### src/rtl/uart_receiver.sv
// ---------------------------------------------------------------------------
// uart_receiver
//
// Receives 8E1 serial frames: start bit (0), 8 data bits LSB first, an even
// parity bit and one stop bit (1). The line is resynchronised through two
// flops before any decision is made. Each bit is sampled at its centre. The
// start bit is sampled HALF clocks after it is detected, and every later bit
// is sampled BIT_DELAY clocks after the previous sample.
//
// Parameters
//   CLK_FREQ   clock frequency in Hz
//   BAUD_RATE  line bit rate; BIT_DELAY = CLK_FREQ/BAUD_RATE must be >= 4
//
// Ports
//   clk         clock, rising edge
//   rst_n       asynchronous active-low reset
//   rx          serial line, idle high
//   data_out    last accepted byte
//   data_valid  data_out holds a byte that has not been consumed yet
//   data_ready  consumer takes data_out when data_valid && data_ready
//   parity_err  one-cycle pulse: received parity did not match
//   frame_err   one-cycle pulse: stop bit was sampled low
//   overrun     one-cycle pulse: good byte dropped because the buffer was full
//   busy        high whenever the receiver is not idle
// ---------------------------------------------------------------------------
module uart_receiver #(
    parameter int CLK_FREQ  = 50_000_000,
    parameter int BAUD_RATE = 9600
) (
    input  logic       clk,
    input  logic       rst_n,
    input  logic       rx,
    input  logic       data_ready,
    output logic [7:0] data_out,
    output logic       data_valid,
    output logic       parity_err,
    output logic       frame_err,
    output logic       overrun,
    output logic       busy
);

    localparam int BIT_DELAY = CLK_FREQ / BAUD_RATE;
    localparam int HALF      = BIT_DELAY / 2;
    localparam int CNT_W     = $clog2(BIT_DELAY);

    localparam logic [CNT_W-1:0] HALF_LAST = CNT_W'(HALF - 1);
    localparam logic [CNT_W-1:0] BIT_LAST  = CNT_W'(BIT_DELAY - 1);

    typedef enum logic [2:0] {
        S_IDLE,
        S_START,
        S_DATA,
        S_PARITY,
        S_STOP,
        S_WAIT_IDLE
    } state_t;

    state_t           state_reg;
    logic [CNT_W-1:0] cnt_reg;
    logic [2:0]       bit_cnt_reg;
    logic [7:0]       shift_reg;
    logic             par_reg;
    logic             par_bad_reg;
    logic             rx_meta_reg;
    logic             rx_sync_reg;

    assign busy = (state_reg != S_IDLE);

    always_ff @(posedge clk or negedge rst_n) begin
        if (!rst_n) begin
            state_reg   <= S_IDLE;
            cnt_reg     <= '0;
            bit_cnt_reg <= '0;
            shift_reg   <= '0;
            par_reg     <= 1'b0;
            par_bad_reg <= 1'b0;
            rx_meta_reg <= 1'b1;
            rx_sync_reg <= 1'b1;
            data_out    <= 8'h00;
            data_valid  <= 1'b0;
            parity_err  <= 1'b0;
            frame_err   <= 1'b0;
            overrun     <= 1'b0;
        end else begin
            rx_meta_reg <= rx;
            rx_sync_reg <= rx_meta_reg;

            // Flags are single-cycle pulses; they are raised only on the
            // cycle that follows the stop sample.
            parity_err <= 1'b0;
            frame_err  <= 1'b0;
            overrun    <= 1'b0;

            // Plain consumption. A load in the stop-sample cycle below
            // overrides this, so a byte taken in that cycle is replaced.
            if (data_valid && data_ready)
                data_valid <= 1'b0;

            unique case (state_reg)
                S_IDLE: begin
                    if (!rx_sync_reg) begin
                        state_reg <= S_START;
                        cnt_reg   <= '0;
                    end
                end

                S_START: begin
                    if (cnt_reg == HALF_LAST) begin
                        cnt_reg <= '0;
                        if (rx_sync_reg) begin
                            // Line went high again before mid-bit: a glitch.
                            state_reg <= S_IDLE;
                        end else begin
                            state_reg   <= S_DATA;
                            bit_cnt_reg <= '0;
                            par_reg     <= 1'b0;
                        end
                    end else begin
                        cnt_reg <= cnt_reg + 1'b1;
                    end
                end

                S_DATA: begin
                    if (cnt_reg == BIT_LAST) begin
                        cnt_reg     <= '0;
                        // Shift in at the MSB so the first (LSB) bit ends in bit 0.
                        shift_reg   <= {rx_sync_reg, shift_reg[7:1]};
                        par_reg     <= par_reg ^ rx_sync_reg;
                        bit_cnt_reg <= bit_cnt_reg + 1'b1;
                        if (bit_cnt_reg == 3'd7)
                            state_reg <= S_PARITY;
                    end else begin
                        cnt_reg <= cnt_reg + 1'b1;
                    end
                end

                S_PARITY: begin
                    if (cnt_reg == BIT_LAST) begin
                        cnt_reg     <= '0;
                        par_bad_reg <= (rx_sync_reg != par_reg);
                        state_reg   <= S_STOP;
                    end else begin
                        cnt_reg <= cnt_reg + 1'b1;
                    end
                end

                S_STOP: begin
                    if (cnt_reg == BIT_LAST) begin
                        cnt_reg <= '0;
                        if (!rx_sync_reg) begin
                            // A framing error masks any parity error.
                            frame_err <= 1'b1;
                            state_reg <= S_WAIT_IDLE;
                        end else begin
                            // Go straight back to IDLE so a start bit that
                            // follows the stop bit with no gap is still caught.
                            state_reg <= S_IDLE;
                            if (par_bad_reg) begin
                                parity_err <= 1'b1;
                            end else if (!data_valid || data_ready) begin
                                data_out   <= shift_reg;
                                data_valid <= 1'b1;
                            end else begin
                                overrun <= 1'b1;
                            end
                        end
                    end else begin
                        cnt_reg <= cnt_reg + 1'b1;
                    end
                end

                S_WAIT_IDLE: begin
                    // A line held low (break) must not be taken as a new start bit.
                    if (rx_sync_reg)
                        state_reg <= S_IDLE;
                end

                default: state_reg <= S_IDLE;
            endcase
        end
    end

endmodule

### config.mk
export PLATFORM = sky130hd
export DESIGN_NAME = uart_receiver
export DESIGN_NICKNAME = d
export VERILOG_FILES = /design/src/rtl/uart_receiver.sv
export SDC_FILE = /design/constraint.sdc
export NUM_CORES = 1
export LEC_CHECK = 0
export CORE_MARGIN = 2
export CORE_UTILIZATION = 54
export CTS_BUF_LIST = sky130_fd_sc_hd__clkbuf_8
export DETAILED_ROUTE_END_ITERATION = 8
export GPL_TIMING_DRIVEN = 0
export PLACE_DENSITY = 0.76
export SYNTH_ARGS = -nofsm -noshare
export SYNTH_HDL_FRONTEND = slang
export SYNTH_SLANG_ARGS = --single-unit
### constraint.sdc
create_clock -name clk -period 2.3 [get_ports clk]
set_input_delay 0.345 -clock clk [delete_from_list [all_inputs] [get_ports clk]]
set_output_delay 0.345 -clock clk [all_outputs]
set_load 0.01 [all_outputs]
Word level (Yosys, flattened, before mapping)

Cells that the tools add are included.

$add $sub $neg: 2
Equality and inequality tests: 17
Mux-type cells: 40
Bitwise logic cells: 2
Reduce and logical (&&, ||, !) cells: 14

Operators with widths:

| operator                | number |
|---|---|
| $mux W13                | 3 |
| $pmux W13 S3            | 1 |
| $mux W3                 | 11 |
| $mux W1                 | 21 |
| $pmux W3 S6             | 1 |
| $ne A2 B2 Y1 const B    | 8 |
| $add A13 B1 Y13 const B | 1 |
| $eq A13 B12 Y1 const B  | 1 |
| $eq A13 B13 Y1 const B  | 1 |
| $eq A3 B3 Y1 const B    | 3 |
| $reduce_and A7 Y1       | 1 |
| $eq A3 B2 Y1 const B    | 2 |
| $pmux W3 S2             | 1 |
| $reduce_and A2 Y1       | 3 |
| $reduce_bool A3 Y1      | 2 |
| $reduce_and A5 Y1       | 1 |
| $reduce_and A4 Y1       | 1 |
| $add A3 B1 Y3 const B   | 1 |
| $eq A3 B1 Y1 const B    | 1 |
| $logic_not A3 Y1        | 1 |
| $reduce_or A3 Y1        | 1 |
| $mux W2                 | 1 |
| $pmux W1 S2             | 1 |
| $reduce_bool A2 Y1      | 1 |
| 6 further kinds         | 6 |

Flip-flop bits (word level): 43
Output and inout bits: 13

Longest topological paths before layout

Word-level depth: 7
Mapped depth: 7
Gate-level depth less buffers: 6

Worst setup path before layout

OpenSTA, ideal clock, no wires.

Path type: reg2reg
Start point: reg cnt_reg[8]
End point: reg data_out[0]
Library setup time: 125 ps
Arrival time: 2210 ps
Data required time: 2175 ps
Path slack: -35 ps
Stages on the path, launching flop included: 6
Path buffers: 0
Clock period less this slack: 2335 ps
Path through: dfrtp_1 -> or4b_1 -> nor3_4 -> nand3_4 -> nor3b_4 -> mux2_2

Longest elaborated chain between the ends: 2

Ends and longest elaborated chain:

| item                        | line | text |
|---|---|---|
| start, declared             | 59   | `logic [CNT_W-1:0] cnt_reg;` |
| start signal, assigned      | 119  | `cnt_reg <= cnt_reg + 1'b1;` |
| start signal, assigned      | 133  | `cnt_reg <= cnt_reg + 1'b1;` |
| start signal, assigned      | 143  | `cnt_reg <= cnt_reg + 1'b1;` |
| $eq A13 B13 Y1              | 148  | `if (cnt_reg == BIT_LAST) begin` |
| $reduce_and A5 Y1 (no line) | -    |  |
| end signal, assigned        | 161  | `data_out <= shift_reg;` |
| end, declared               | 34   | `output logic [7:0] data_out,` |

Every way passes these cells.
A chain may end at the register's enable or synchronous reset.

Worst setup path after layout

Start point: reg cnt_reg[5]
End point: reg data_out[5]

The elaborated chain is that of the path after synthesis.

==> summary.md <==
| Metric | Value |
|---|---|
| Setup crit end kind | `register` |
| Yosys top cell by area | `dfrtp_1` |
| Routed WL | `roughly 4100 um` |
| Crit. Startpoint | `cnt_reg[5]` |
| Slew of the pin with the lowest slew margin | `0.9367 ns` |
| Pre-Repair DR Iteration Count | `4` |
| Global-route wire length before repair | `6499 um` |
| Gp weighted congestion | `0.8464` |
| Cell area after synthesis | `0.002048 mm^2` |
| Layout area overhead | `24.07%` |
| CTS max path bufs | `2` |
| Clk_skew | `0.009185 ns` |
| H-tree Lvls | `2` |
| Vias per cell | `5.838` |
| DRT antenna net count | `0` |
| Tmin final | `about 2.3 ns` |
| Vias | `1553` |
| Top-area cell type share of the netlist area | `50.09%` |
| Tot GR Track Use | `roughly 20%` |
| DP HPWL | `2600 um` |
| Initial drt markers | `between 100 and 150` |
| IO Count | `17` |
| Root Driver | `clkbuf_8` |
| R2R Path End | `data_out[5]` |
| DIE AREA | `0.004301 mm^2` |
| Number of enable flip-flop cells after synthesis | `0` |
| Yosys Warn Count | `0` |
| Drt drc | `0` |
| Setup TNS | `-0.1400 ns` |
| Synth Area per Inst | `about 12 um^2` |
| Die Y | `65.59 um` |
| CP Class | `reg -> reg` |
| Worst VDD drop | `0.0003851 V` |
| Worst hold slack | `0.1707 ns` |
| Violated checks | `setup timing` |
| Synth area leaders | `dfrtp_1 (50%), mux2_2 (8.2%), o21ai_0 (2.9%)` |
| CP Capture Point | `data_out[5]` |
| Power per cell area | `slightly above 500 mW/mm^2` |
| Most numerous cell in the Yosys netlist | `dfrtp_1` |
| Net count after synthesis | `185` |
| Main flop type after synthesis | `dfrtp_1` |
| Max cap viols | `0` |
| Slew margin rel. | `37.55%` |
| R2r startpoint | `cnt_reg[5]` |
| Initial Util | `between 50 and 60%` |
| Wirelength per Cell | `15.58 um` |
| Antenna violations before repair | `0` |
| RSZ-0062 raised after global routing | `yes` |
| Leak pwr | `between 1 and 1.5 nW` |
| Reg2Reg Depth | `6` |
| Status | `finished with violations` |
| Synthesized instance count | `roughly 180` |
| WP data arrival | `about 2.5 ns` |
| FP Rows | `22` |
| Total CTS buffers | `5` |
| Asr flop ratio synth | `100.0%` |
| Register area share after synthesis | `approximately 53%` |
| Die Wd | `65.59 um` |
| Vias in the first global route | `approximately 1400` |
| Crit Path Max Fanout | `8` |
| Final WS setup | `-0.03743 ns` |
| List of most frequent post-synthesis cells | `dfrtp_1 (41), mux2_2 (15), nand2_1 (12), o21ai_0 (12), nor2_1 (9)` |
| CP required | `2.49 ns` |
| Core area | `0.003661 mm^2` |
| R2R Setup Slk | `-0.04 ns` |
| Startpoint types | `register` |
| Layout cell share with drive strength beyond 1 | `28.44%` |
| Clock Latency Late Sink | `0.31 ns` |
| Final Hold Fails | `0` |
| Post-synthesis register bit count | `43` |
| Pwr Total | `around 1.3 mW` |
| Largest net degree at the start of global routing | `between 40 and 50` |
| Number of buffers added on ports | `16` |
| Number of distinct library cells after synthesis | `50` |
| Hold Crit Class | `in -> async` |
| Fin nets | `224` |
| Grt total ovfl | `0` |
| Crit share post-route | `101.6%` |
| Worst-path clk slew | `0.09 ns` |
| Fin. max-slew vios | `0` |
| TritonCTS clock tree | `yes` |
| Setup-failing EPs final | `5` |
| # clock sinks | `43` |
| Max reg flops | `13` |
| Peak Freq | `427.8 MHz` |
| Diode count | `0` |
-- critical path, cell delays in order, from the launching register on --
cell	delay [ns]
dfrtp_2	0.44
or4bb_1	0.55
nor3_4	0.33
nand3_4	0.14
nor3b_4	0.26
buf_12	0.16
mux2_2	0.34
-- stage by stage --
stage	worst slack, ns	area, um^2	utilization, %	cells
after global routing	-0.09923	2541	69.41	266
after CTS	0.01674	2414	65.93	255
final	-0.03743	2541	69.41	266
after global placement	-0.2345	2268	61.96	242
after detailed placement	-0.2899	2263	61.82	242
after floorplan	-0.02436	2048	-	178
-- layout by cell type (no fill, tap or decap), types with 2 or more instances in the layout --
cell type | netlist | final
nor3_1 | 8 | 8
a21bo_2 | 2 | 2
dfstp_2 | 2 | 2
mux2_2 | 15 | 12
nor2b_1 | 2 | 2
mux2i_1 | 2 | 2
dfrtp_2 | 0 | 3
nor3b_1 | 5 | 4
inv_1 | 5 | 5
nor2_1 | 9 | 9
clkbuf_8 | 0 | 5
ha_1 | 3 | 3
mux2_4 | 0 | 3
nand4_1 | 3 | 3
a21o_1 | 4 | 4
nand3_1 | 8 | 8
a21oi_1 | 3 | 3
o22ai_1 | 2 | 2
nor4bb_1 | 2 | 2
buf_4 | 1 | 16
clkinvlp_4 | 0 | 2
clkdlybuf4s50_1 | 0 | 15
a31oi_1 | 2 | 2
buf_6 | 1 | 2
a22o_1 | 4 | 4
nand2_1 | 12 | 12
dfrtp_1 | 41 | 38
nand2b_1 | 2 | 2
clkbuf_1 | 3 | 3
o21ai_0 | 12 | 12
-- area by class of cell --
class	count	area, um^2
Fill cell	252	1120
Sequential cell	43	1082
Multi-Input combinational cell	124	958.4
Timing Repair Buffer	32	287.8
Clock buffer	5	68.82
Tap cell	48	60.06
Buffer	6	41.29
Clock inverter	3	23.77
Inverter	5	18.77
-- where the power goes --
group / internal (mW) / total [mW] / switching (mW)
sequential: 0.758 / 0.759 / 0.000568
clock: 0.217 / 0.499 / 0.282
combinational: 0.00733 / 0.0261 / 0.0188
total: 0.983 / 1.28 / 0.302
-- cell families after synthesis --
logic type / Yosys count / synth area share (%)
DFF: 43 / 52.66
AOI/OAI and AO/OA: 38 / 13.13
muxes: 17 / 9.224
and+or+nand+nor: 64 / 19.67
buffers and inverters: 11 / 2.627
adders and majority gates: 3 / 1.833
xor gates and xnor gates: 2 / 0.8554
-- worst min-delay path by stage --
stage | from | end | slack [ns] | cells past startpoint
2_1_floorplan | rst_n | bit_cnt_reg[0] | 0.05 | 0
3_3_place_gp | rx_meta_reg | rx_sync_reg | 0.35 | 0
3_5_place_dp | rx_meta_reg | rx_sync_reg | 0.35 | 0
4_1_cts | rst_n | state_reg[2] | 0.20 | 1
5_1_grt | rst_n | cnt_reg[4] | 0.25 | 1
6_report | rst_n | cnt_reg[4] | 0.17 | 1
-- per-layer routing --
| metal | global-route usage [%] | wire length (um) |
|---|---|---|
| met1 | 25.60 | 1831 |
| met2 | 32.40 | 2058 |
| met3 | 4.795 | 200 |
| met4 | 8.594 | 53 |
| met5 | 0 | 0 |
-- timing repair --
action                                  in CTS  in global routing
buffers inserted                             5                 11
endpoints found under the setup margin      14                 24
pin swaps                                    2                  4
hold buffers                                 0                  0
gates resized for setup                      3                  9
(Power assumes the default switching activity.)
